==> src/rtl/spi_log_pkg.sv <==
// Shared types and constants for the SPI sniffer log arbiter.
package spi_log_pkg;

    typedef enum logic [2:0] {
        IDLE,
        TAG,
        TAG_WAIT,
        DATA,
        DATA_WAIT
    } state_t;

    // Channel index: 0 = ch0, 1 = ch1
    typedef logic ch_t;

    localparam logic [7:0] DEFAULT_TAG0 = 8'hA0;
    localparam logic [7:0] DEFAULT_TAG1 = 8'hA1;

endpackage

==> src/rtl/byte_fifo.sv <==
// Byte-wide synchronous FIFO with a first-word-fall-through read port.
module byte_fifo #(
    parameter int DEPTH = 16
) (
    input  logic       clk,
    input  logic       reset,
    input  logic       wr_en,
    input  logic [7:0] wr_data,
    input  logic       rd_en,
    output logic [7:0] rd_data,
    output logic       empty,
    output logic       full
);

    localparam int AW = $clog2(DEPTH);

    logic [7:0]    r_mem [DEPTH];
    logic [AW-1:0] r_wr_ptr;
    logic [AW-1:0] r_rd_ptr;
    logic [AW:0]   r_count;
    logic          w_push;
    logic          w_pop;

    // Full comes from the registered count, so a write while full is refused
    // even if a pop happens in the same cycle.
    assign full    = (r_count == (AW+1)'(DEPTH));
    assign empty   = (r_count == '0);
    assign w_push  = wr_en && !full;
    assign w_pop   = rd_en && !empty;
    assign rd_data = r_mem[r_rd_ptr];

    always_ff @(posedge clk) begin
        if (reset) begin
            r_wr_ptr <= '0;
            r_rd_ptr <= '0;
            r_count  <= '0;
        end else begin
            if (w_push) r_wr_ptr <= r_wr_ptr + 1'b1;
            if (w_pop)  r_rd_ptr <= r_rd_ptr + 1'b1;
            case ({w_push, w_pop})
                2'b10:   r_count <= r_count + 1'b1;
                2'b01:   r_count <= r_count - 1'b1;
                default: r_count <= r_count;
            endcase
        end
    end

    always_ff @(posedge clk) begin
        if (w_push) r_mem[r_wr_ptr] <= wr_data;
    end

endmodule

==> src/rtl/spi_log_arbiter.sv <==
// Merges two sniffer byte streams onto one UART, inserting a channel tag
// whenever the source channel changes and bounding bursts from one channel.
module spi_log_arbiter
    import spi_log_pkg::*;
#(
    parameter int         FIFO_DEPTH = 16,
    parameter int         MAX_BURST  = 8,
    parameter logic [7:0] TAG0       = DEFAULT_TAG0,
    parameter logic [7:0] TAG1       = DEFAULT_TAG1
) (
    input  logic       fifo_clk,
    input  logic       reset,
    input  logic [7:0] ch0_data,
    input  logic [7:0] ch1_data,
    input  logic       ch0_valid,
    input  logic       ch1_valid,
    input  logic       uart_busy,
    output logic [7:0] uart_data,
    output logic       uart_start,
    output logic [1:0] overflow,
    output logic       idle
);

    localparam int BW = $clog2(MAX_BURST + 1);
    localparam logic [BW-1:0] BURST_MAX = BW'(MAX_BURST);

    state_t        r_state;
    state_t        w_state_nxt;
    ch_t           r_sel;
    ch_t           w_sel_nxt;
    ch_t           r_last_ch;
    logic          r_last_vld;
    logic [BW-1:0] r_burst;
    logic          r_guard;
    logic [7:0]    r_byte;
    logic [7:0]    r_uart_data;
    logic [1:0]    r_overflow;

    logic [1:0]    w_empty;
    logic [1:0]    w_full;
    logic [1:0]    w_rd_en;
    logic [7:0]    w_rd_data0;
    logic [7:0]    w_rd_data1;
    logic          w_pop;
    logic          w_start;
    logic          w_fire;
    ch_t           w_cur;
    ch_t           w_oth;
    logic [7:0]    w_tx_byte;

    byte_fifo #(.DEPTH(FIFO_DEPTH)) u_fifo0 (
        .clk     (fifo_clk),
        .reset   (reset),
        .wr_en   (ch0_valid),
        .wr_data (ch0_data),
        .rd_en   (w_rd_en[0]),
        .rd_data (w_rd_data0),
        .empty   (w_empty[0]),
        .full    (w_full[0])
    );

    byte_fifo #(.DEPTH(FIFO_DEPTH)) u_fifo1 (
        .clk     (fifo_clk),
        .reset   (reset),
        .wr_en   (ch1_valid),
        .wr_data (ch1_data),
        .rd_en   (w_rd_en[1]),
        .rd_data (w_rd_data1),
        .empty   (w_empty[1]),
        .full    (w_full[1])
    );

    // Before any tag has gone out, last_ch holds its reset value (ch0) and
    // acts as the "current" channel for selection only.
    assign w_cur = r_last_ch;
    assign w_oth = ~r_last_ch;

    always_comb begin
        w_state_nxt = r_state;
        w_sel_nxt   = r_sel;
        w_pop       = 1'b0;
        w_start     = 1'b0;
        case (r_state)
            IDLE: begin
                if (w_empty != 2'b11) begin
                    if (!w_empty[w_cur] && (r_burst < BURST_MAX)) w_sel_nxt = w_cur;
                    else if (!w_empty[w_oth])                     w_sel_nxt = w_oth;
                    else                                          w_sel_nxt = w_cur;
                    if (!r_last_vld || (w_sel_nxt != r_last_ch)) begin
                        w_state_nxt = TAG;
                    end else begin
                        w_state_nxt = DATA;
                        w_pop       = 1'b1;
                    end
                end
            end
            TAG: begin
                if (!uart_busy) begin
                    w_start     = 1'b1;
                    w_state_nxt = TAG_WAIT;
                end
            end
            DATA: begin
                if (!uart_busy) begin
                    w_start     = 1'b1;
                    w_state_nxt = DATA_WAIT;
                end
            end
            TAG_WAIT: begin
                if (!r_guard && !uart_busy) begin
                    w_state_nxt = DATA;
                    w_pop       = 1'b1;
                end
            end
            DATA_WAIT: begin
                if (!r_guard && !uart_busy) w_state_nxt = IDLE;
            end
            default: w_state_nxt = IDLE;
        endcase
    end

    assign w_rd_en[0] = w_pop && (w_sel_nxt == 1'b0);
    assign w_rd_en[1] = w_pop && (w_sel_nxt == 1'b1);
    assign w_fire     = w_start && !reset;
    assign w_tx_byte  = (r_state == TAG) ? (r_sel ? TAG1 : TAG0) : r_byte;

    assign uart_start = w_fire;
    assign uart_data  = w_fire ? w_tx_byte : r_uart_data;
    assign overflow   = r_overflow;
    assign idle       = (r_state == IDLE) && (w_empty == 2'b11);

    always_ff @(posedge fifo_clk) begin
        if (reset) begin
            r_state     <= IDLE;
            r_sel       <= 1'b0;
            r_last_ch   <= 1'b0;
            r_last_vld  <= 1'b0;
            r_burst     <= '0;
            r_guard     <= 1'b0;
            r_uart_data <= 8'h00;
            r_overflow  <= 2'b00;
        end else begin
            r_state <= w_state_nxt;
            r_sel   <= w_sel_nxt;
            // Blinds the first WAIT cycle, before the UART has raised busy.
            r_guard <= w_fire;
            if (w_fire) r_uart_data <= w_tx_byte;
            if (w_fire && (r_state == TAG)) begin
                r_last_ch  <= r_sel;
                r_last_vld <= 1'b1;
                r_burst    <= '0;
            end
            if (w_fire && (r_state == DATA) && (r_burst != BURST_MAX)) begin
                r_burst <= r_burst + 1'b1;
            end
            if (ch0_valid && w_full[0]) r_overflow[0] <= 1'b1;
            if (ch1_valid && w_full[1]) r_overflow[1] <= 1'b1;
        end
    end

    always_ff @(posedge fifo_clk) begin
        if (w_pop) r_byte <= w_sel_nxt ? w_rd_data1 : w_rd_data0;
    end

endmodule

==> config.mk <==
export PLATFORM = sky130hd
export DESIGN_NAME = spi_log_arbiter
export DESIGN_NICKNAME = d
export VERILOG_FILES = /design/src/rtl/spi_log_pkg.sv /design/src/rtl/byte_fifo.sv /design/src/rtl/spi_log_arbiter.sv
export SDC_FILE = /design/constraint.sdc
export NUM_CORES = 1
export LEC_CHECK = 0
export BUFFER_PORTS_ARGS = -buffer_cell sky130_fd_sc_hd__clkbuf_2
export CORE_MARGIN = 4
export CORE_UTILIZATION = 46
export CTS_CLUSTER_SIZE = 24
export DETAILED_ROUTE_END_ITERATION = 12
export PLACE_DENSITY = 0.59
export SYNTH_ARGS = -nofsm -noshare
export SYNTH_HDL_FRONTEND = slang
export SYNTH_HIERARCHICAL = 1
export SYNTH_SLANG_ARGS = --single-unit
==> constraint.sdc <==
create_clock -name fifo_clk -period 4.5 [get_ports fifo_clk]
set_clock_uncertainty 0.05 [all_clocks]
set_input_delay 0.225 -clock fifo_clk [delete_from_list [all_inputs] [get_ports fifo_clk]]
set_output_delay 0.225 -clock fifo_clk [all_outputs]
set_load 0.02 [all_outputs]
=== Word level (Yosys, flattened, before mapping) ===
Memories as Yosys holds them, arrays and structs flattened. A register that Yosys moved wholly into a read port is not among the register bits.
Cells that the tools add are included.

* Output and inout port bits: 12
* Bits of input ports: 21
* Register bits: 55
* Memories: 2
* Word-level logic and storage cells: 123
* RAM bits: 256

* Eq/ne operators: 19
* Reduce and logical (&&, ||, !) cells: 33
* Mux-type cells: 39
* Bitwise logic cells: 2
* Add/subtract/negate cells: 9
* Magnitude comparators: 3

{| class="wikitable"
|+ Memories
! memory !! depth !! width !! rd ports !! clocked after memory_dff !! write ports !! line !! RTL
|-
| u_fifo0.r_mem || 16 || 8 || 1 || 1 || 1 || byte_fifo.sv:17 || <nowiki>logic [7:0] r_mem [DEPTH];</nowiki>
|-
| u_fifo1.r_mem || 16 || 8 || 1 || 1 || 1 || byte_fifo.sv:17 ||
|}

{| class="wikitable"
|+ Operator list
! cell !! count
|-
| 4-bit 2-to-1 mux || 6
|-
| 8-bit 2-to-1 mux || 3
|-
| 4-bit by 1-bit adder with 4-bit output, second input constant || 5
|-
| 1-bit 2-to-1 mux || 20
|-
| 5-bit one-hot mux with 2 select lines || 2
|-
| 1-bit logical AND || 15
|-
| 3-bit 2-to-1 mux || 5
|-
| 3-bit one-hot mux with 5 select lines || 1
|-
| 2-bit inequality test, second input constant || 6
|-
| 5-bit by 1-bit adder with 5-bit output, second input constant || 2
|-
| 5-bit == test, second input constant || 2
|-
| 5-bit zero test || 2
|-
| 5-bit by 1-bit subtractor with 5-bit output, second input constant || 2
|-
| 1-bit zero test || 9
|-
| 2-bit == test, second input constant || 3
|-
| 3-bit by 2-bit == test with 1-bit output, second input constant || 2
|-
| 2-bit nonzero test || 3
|-
| 5-bit AND reduction || 1
|-
| 2-bit by 1-bit == test with 1-bit output, second input constant || 2
|-
| 1-bit by 2-bit < comparator with 1-bit output, second input constant || 2
|-
| 4-bit < comparator, second input constant || 1
|-
| 4-bit inequality test, second input constant || 1
|-
| 3-bit by 1-bit == test with 1-bit output, second input constant || 1
|-
| 3-bit == test, second input constant || 1
|-
| 7 further kinds || 8
|}

=== Longest topological paths before layout ===
* Word-level depth: 17
* Depth in mapped cells: 17
* Gate-level depth less buffers: 14

=== Cells and area by module ===
Netlist, hierarchy kept.

{| class="wikitable"
|+ Modules (own cells, without submodules)
! module !! sequential area each (um2) !! cells an instance !! area an instance (um2) !! times used
|-
| byte_fifo || 4184.0 || 330 || 5891.9 || 2
|-
| spi_log_arbiter || 660.6 || 157 || 1396.3 || 1
|}

=== Least setup slack after synthesis ===
Ideal clock, no wire load.

* Path type: register -> register
* Start point: reg u_fifo0.r_count[1]
* End point: reg u_fifo1.r_count[4]
* Setup time: 0.129 ns
* Period minus slack after synthesis: 3.781 ns
* Cell stages (with the launch flop): 18
* Arrival: 3.602 ns
* Slack: 0.719 ns
* Path through: dfxtp_1 buf_6 or4_4 buf_6 nor2_1 mux2_2 o211ai_1 a21boi_0 o21ai_4 inv_1 ha_1 clkbuf_1 xor2_1 ha_1 nand2_1 o21ai_0 nor3_1 nand4bb_1

* Word-level cells in the longest chain between the ends: 17

{| class="wikitable"
|+ Ends and longest elaborated chain
! element !! line !! RTL
|-
| start, declared || byte_fifo.sv:20 || <nowiki>logic [AW:0] r_count;</nowiki>
|-
| start signal, assigned || byte_fifo.sv:41 || <nowiki>2'b10: r_count <= r_count + 1'b1;</nowiki>
|-
| start signal, assigned || byte_fifo.sv:42 || <nowiki>2'b01: r_count <= r_count - 1'b1;</nowiki>
|-
| start signal, assigned || byte_fifo.sv:43 || <nowiki>default: r_count <= r_count;</nowiki>
|-
| 5-bit zero test (*) || byte_fifo.sv:27 || <nowiki>assign empty = (r_count == '0);</nowiki>
|-
| net w_empty[0] || spi_log_arbiter.sv:39 || <nowiki>logic [1:0] w_empty;</nowiki>
|-
| 1-bit 2-to-1 mux (not written as such) (2 in a row) || spi_log_arbiter.sv:86 || <nowiki>if (!w_empty[w_cur] && (r_burst < BURST_MAX)) w_sel_nxt = w_cur;</nowiki>
|-
| 1-bit zero test || spi_log_arbiter.sv:86 ||
|-
| 1-bit logical AND || spi_log_arbiter.sv:86 ||
|-
| 1-bit 2-to-1 mux || spi_log_arbiter.sv:86 ||
|-
| 1-bit 2-to-1 mux || spi_log_arbiter.sv:85 || <nowiki>if (w_empty != 2'b11) begin</nowiki>
|-
| 1-bit 2-to-1 mux || spi_log_arbiter.sv:83 || <nowiki>case (r_state)</nowiki>
|-
| (+3 left out) || -- ||
|-
| 1-bit 2-to-1 mux || spi_log_arbiter.sv:85 ||
|-
| 1-bit one-hot mux with 2 select lines || spi_log_arbiter.sv:83 ||
|-
| 1-bit logical AND (*) || spi_log_arbiter.sv:123 || <nowiki>assign w_rd_en[1] = w_pop && (w_sel_nxt == 1'b1);</nowiki>
|-
| net w_rd_en[1] || spi_log_arbiter.sv:41 || <nowiki>logic [1:0] w_rd_en;</nowiki>
|-
| 1-bit logical AND (*) || byte_fifo.sv:29 || <nowiki>assign w_pop = rd_en && !empty;</nowiki>
|-
| net u_fifo1.w_pop || byte_fifo.sv:22 || <nowiki>logic w_pop;</nowiki>
|-
| 2-bit by 1-bit == test with 1-bit output or 2-bit == test (tied branches) || byte_fifo.sv:40 || <nowiki>case ({w_push, w_pop})</nowiki>
|-
| 5-bit one-hot mux with 2 select lines or 2-bit nonzero test (tied branches) || -- ||
|-
| end signal, assigned || byte_fifo.sv:41 ||
|-
| end signal, assigned || byte_fifo.sv:42 ||
|-
| end signal, assigned || byte_fifo.sv:43 ||
|-
| end, declared || byte_fifo.sv:20 ||
|}

The timed path passes the listed nets; every way through them passes the cells marked *. The select of a mux whose other input is x is not followed.
A chain may end at the register's enable or synchronous reset.

=== Worst setup path after layout ===
* Start point: reg u_fifo0.r_count[2]
* End point: reg u_fifo1.r_count[4]

The elaborated chain is that of the path after synthesis.

==> impl_metrics.csv <==
group,metric,value,unit
run_status,outcome,"finished, final reports clean",
critical_path,worst-path-buf-inv,1,
grt,global_route_wire_length_before_repair,42000,um
power,power_per_standard_cell_area,458,nW/um^2
sta,grt_setup_unrepaired,"false",
floorplanning,die-height,177,um
place,place_area,13700,um^2
final_layout,finish.instance_area,14700,um^2
logic_synthesis,synthArstFlopShare,0,%
detailed_routing,post_detailed_route_drc_marker_count,0,
floorplanning,initial_utilization,47.1,%
logic_synthesis,synthDistinctLibCells,64,
sta,final_max_slew_viol_count,0,
detailed_routing,vias,7175,
power,vdd_drop_max,231,uV
detailed_routing,drt-pass1-iter-count,5,
clock_network,tritoncts,"done",
sta,final.setup.tns,0,ns
critical_path,highest_fanout_seen_on_the_critical_path,12,
sta,finalHoldWorstSlack,0.0507,ns
final_layout,post_route_cells_drive_above_1_share,21.0,%
grt,track_usage,17.3,%
critical_path,worst_path_dominant_cell_family,"simple AND/OR/NAND/NOR gates",
logic_synthesis,syn_nets,856,
place,io_buffers,32,
place,detailed_place_hpwl,17300,um
clock_network,cts.repair.resized,0,
clock_network,cts_sinks,319,
critical_path,critical_path.endpoint_type,"flip-flop",
grt,via_count_of_the_first_global_routing_pass,7318,
logic_synthesis,synth_sequential_area_ratio,68.5,%
critical_path,timing_worst_setup_path_type,"flip-flop to flip-flop",
final_layout,antennaDiodeCount,0,
logic_synthesis,synth_edf_count,264,
clock_network,clk_transition_reported_paths,0.06,ns
logic_synthesis,synth_top_cells_by_area,"edfxtp_1 60%, mux4_2 11%, dfxtp_1 8.4%, a22oi_1 1.8%, nor2_1 1.8%",
clock_network,cts_root_buf,"clkbuf_16",
final_layout,fin_nets,884,
clock_network,post_cts.repair.setup_buffers,0,
critical_path,timing.critical_path.mode_cell,"ha_1",
place,gp_routability_congestion,0.752,
detailed_routing,routed_wirelength,26600,um
run,cap_viol_max_count,0,
logic_synthesis,ys.flop_type,"edfxtp_1",
critical_path,setup.worst_path.start_class,"flip-flop",
detailed_routing,postRouteAntennaNets,0,
sta,final_min_period_over_clock_period,91.8,%
detailed_routing,drt-vias-per-instance,5.76,
sta,setup-violations-final,0,
clock_network,clk-insertion-delay-late,0.50,ns
logic_synthesis,average_instance_area_after_synthesis,16.1,um^2
logic_synthesis,synth.largest_area_cell,"edfxtp_1",
sta,final_period_minus_worst_setup_slack,4.13,ns
floorplanning,floorplan.rows,61,
logic_synthesis,syn-cell-area,13200,um^2
detailed_routing,final_routed_wire_length_divided_by_cell_count,21.4,um
min_path,worstHoldPathType,"input port to flip-flop",
detailed_routing,drt_first_iter_violations,644,
sta,max_freq,242,MHz
sta,max-slew-margin-rel,15.4,%
logic_synthesis,syn-instance-count,817,
clock_network,bufs_on_longest_clock_path,3,
floorplanning,core_area,28000,um^2
clock_network,h-tree-depth,2,
logic_synthesis,yosysTopAreaCellShare,60.1,%
power,power.leakage,4.97,nW
critical_path,cpPeakStageDelay,0.60,ns
critical_path,worstPathArrival,4.47,ns
floorplanning,boundaryPins,33,
clock_network,numCtsBuffers,34,
sta,worst_pin_slew,1.26,ns
floorplanning,die_area,31400,um^2
critical_path,worstPathRequired,4.83,ns
floorplanning,die-width,177,um
critical_path,critical_path.slowest_cell,"or4_4",
sta,number_of_failing_hold_endpoints_at_the_final_stage,0,
final_layout,flow.area_growth_from_synthesis,11.6,%
grt,grt_antenna_before_repair,0,
logic_synthesis,yosys_register_bits,319,
grt,global_route.overflow_total,0,
logic_synthesis,synth_top_cells_by_count,"264 x edfxtp_1, 64 x mux4_2, 63 x nor2_1, 55 x dfxtp_1, 52 x nand2_1",
logic_synthesis,synthesis.yosys.warnings,6,
clock_network,hold_fix_buffers_at_cts,0,
grt,largest_net_degree_at_the_start_of_global_routing,60,
logic_synthesis,post-synth-top-count-cell,"edfxtp_1",
critical_path,crit_chain,"or4_4 > nor2_1 > mux2_2 > o211ai_1 > a21boi_1 > o21ai_4 > inv_1 > ha_1 > xor2_1 > ha_1 > nand2_1 > o21ai_0 > nor3_1 > nand4bb_1",
## layer usage
| metal | global-route usage, % | vias to the layer above | part of all wire (%) |
|---|---|---|---|
| met5 | 0 | - | 0 |
| met3 | 3.14 | 51 | 5.4 |
| met1 | 25.1 | 3676 | 45 |
| met4 | 4.06 | 0 | 2.0 |
| met2 | 27.8 | 211 | 47 |
| li1 | - | 3237 | - |
## final cells by class
| cell class | instances | area (um^2) |
|---|---|---|
| multi-input cells | 427 | 3830 |
| clock inverters | 15 | 143 |
| clock buffers | 43 | 906 |
| well taps | 378 | 473 |
| repair buffers | 43 | 243 |
| inverters | 20 | 75.1 |
| fillers | 2261 | 13300 |
| flip-flops and latches | 319 | 9030 |
## sequential cells by signal (all words and copies together), names as in the netlist, 5 cells and up, named ones only
name and count:
u_fifo0/r_mem 128, u_fifo1/r_mem 128, r_byte 8, r_uart_data 8, u_fifo0/r_count 5, u_fifo1/r_count 5
## cell families after synthesis
kind of cell	after synthesis	share of synthesized area, %
adder cells (fa/ha/maj)	18	1.71
AO/OA/AOI/OAI	115	6.72
buffers and inverters	71	2.42
multiplexers	80	12.2
XOR/XNOR	15	0.997
AND/OR/NAND/NOR	199	7.41
flip-flops	319	68.5
## placed cells by master, fill, tap and decap left out, types with 4 or more instances in the layout
| master | n |
|---|---|
| a21oi_1 | 18 |
| a22oi_1 | 32 |
| and3_1 | 5 |
| buf_4 | 11 |
| clkbuf_1 | 8 |
| clkbuf_16 | 35 |
| clkbuf_2 | 32 |
| clkinv_1 | 11 |
| dfxtp_1 | 51 |
| dfxtp_2 | 4 |
| edfxtp_1 | 264 |
| ha_1 | 18 |
| inv_1 | 17 |
| mux2_2 | 9 |
| mux2i_1 | 7 |
| mux4_2 | 64 |
| nand2_1 | 52 |
| nand2b_1 | 5 |
| nand3_1 | 13 |
| nand3b_1 | 5 |
| nor2_1 | 63 |
| nor2b_1 | 13 |
| nor3_1 | 17 |
| o2111ai_1 | 4 |
| o211ai_1 | 4 |
| o21a_1 | 5 |
| o21ai_0 | 14 |
| o22ai_1 | 4 |
| xor2_1 | 12 |
## metrics by stage
step / worst slack [ns] / std cells / total power [W] / utilization (%)
floorplan: 0.719 / 817 / 0.00399 / -
global placement: 0.549 / 1187 / 0.00414 / 48.8
detailed placement: 0.180 / 1187 / 0.00418 / 48.8
CTS: 0.192 / 1245 / 0.00681 / 52.5
global route: 0.0729 / 1245 / 0.00702 / 52.5
finish: 0.367 / 1245 / 0.00674 / 52.5
## worst register-to-register path: stages (launching register included)
cell and delay (ns):
dfxtp_1 0.41, or4_4 0.60, nor2_1 0.40, mux2_2 0.27
o211ai_1 0.14, a21boi_1 0.44, o21ai_4 0.16, inv_1 0.09
ha_1 0.39, xor2_1 0.19, ha_1 0.24, nand2_1 0.07
o21ai_0 0.31, nor3_1 0.09, nand4bb_1 0.18
## where the power goes
part / total (W) / internal (W) / switching (W)
Sequential: 0.00341 / 0.00331 / 0.000106
Combinational: 0.000699 / 0.000292 / 0.000407
Clock: 0.00263 / 0.00159 / 0.00104
## worst paths after layout
path / slack (ns) / start / endpoint / cells past startpoint
worst min-delay path: 0.05 / ch1_valid / overflow[1] / 3
worst min register to register: 0.41 / r_uart_data[4] / r_uart_data[4] / 2
worst max register to register: 0.37 / u_fifo0/r_count[2] / u_fifo1/r_count[4] / 14
worst max-delay path: 0.37 / u_fifo0/r_count[2] / u_fifo1/r_count[4] / 14
Note: power is estimated with default switching activity, not from simulation.
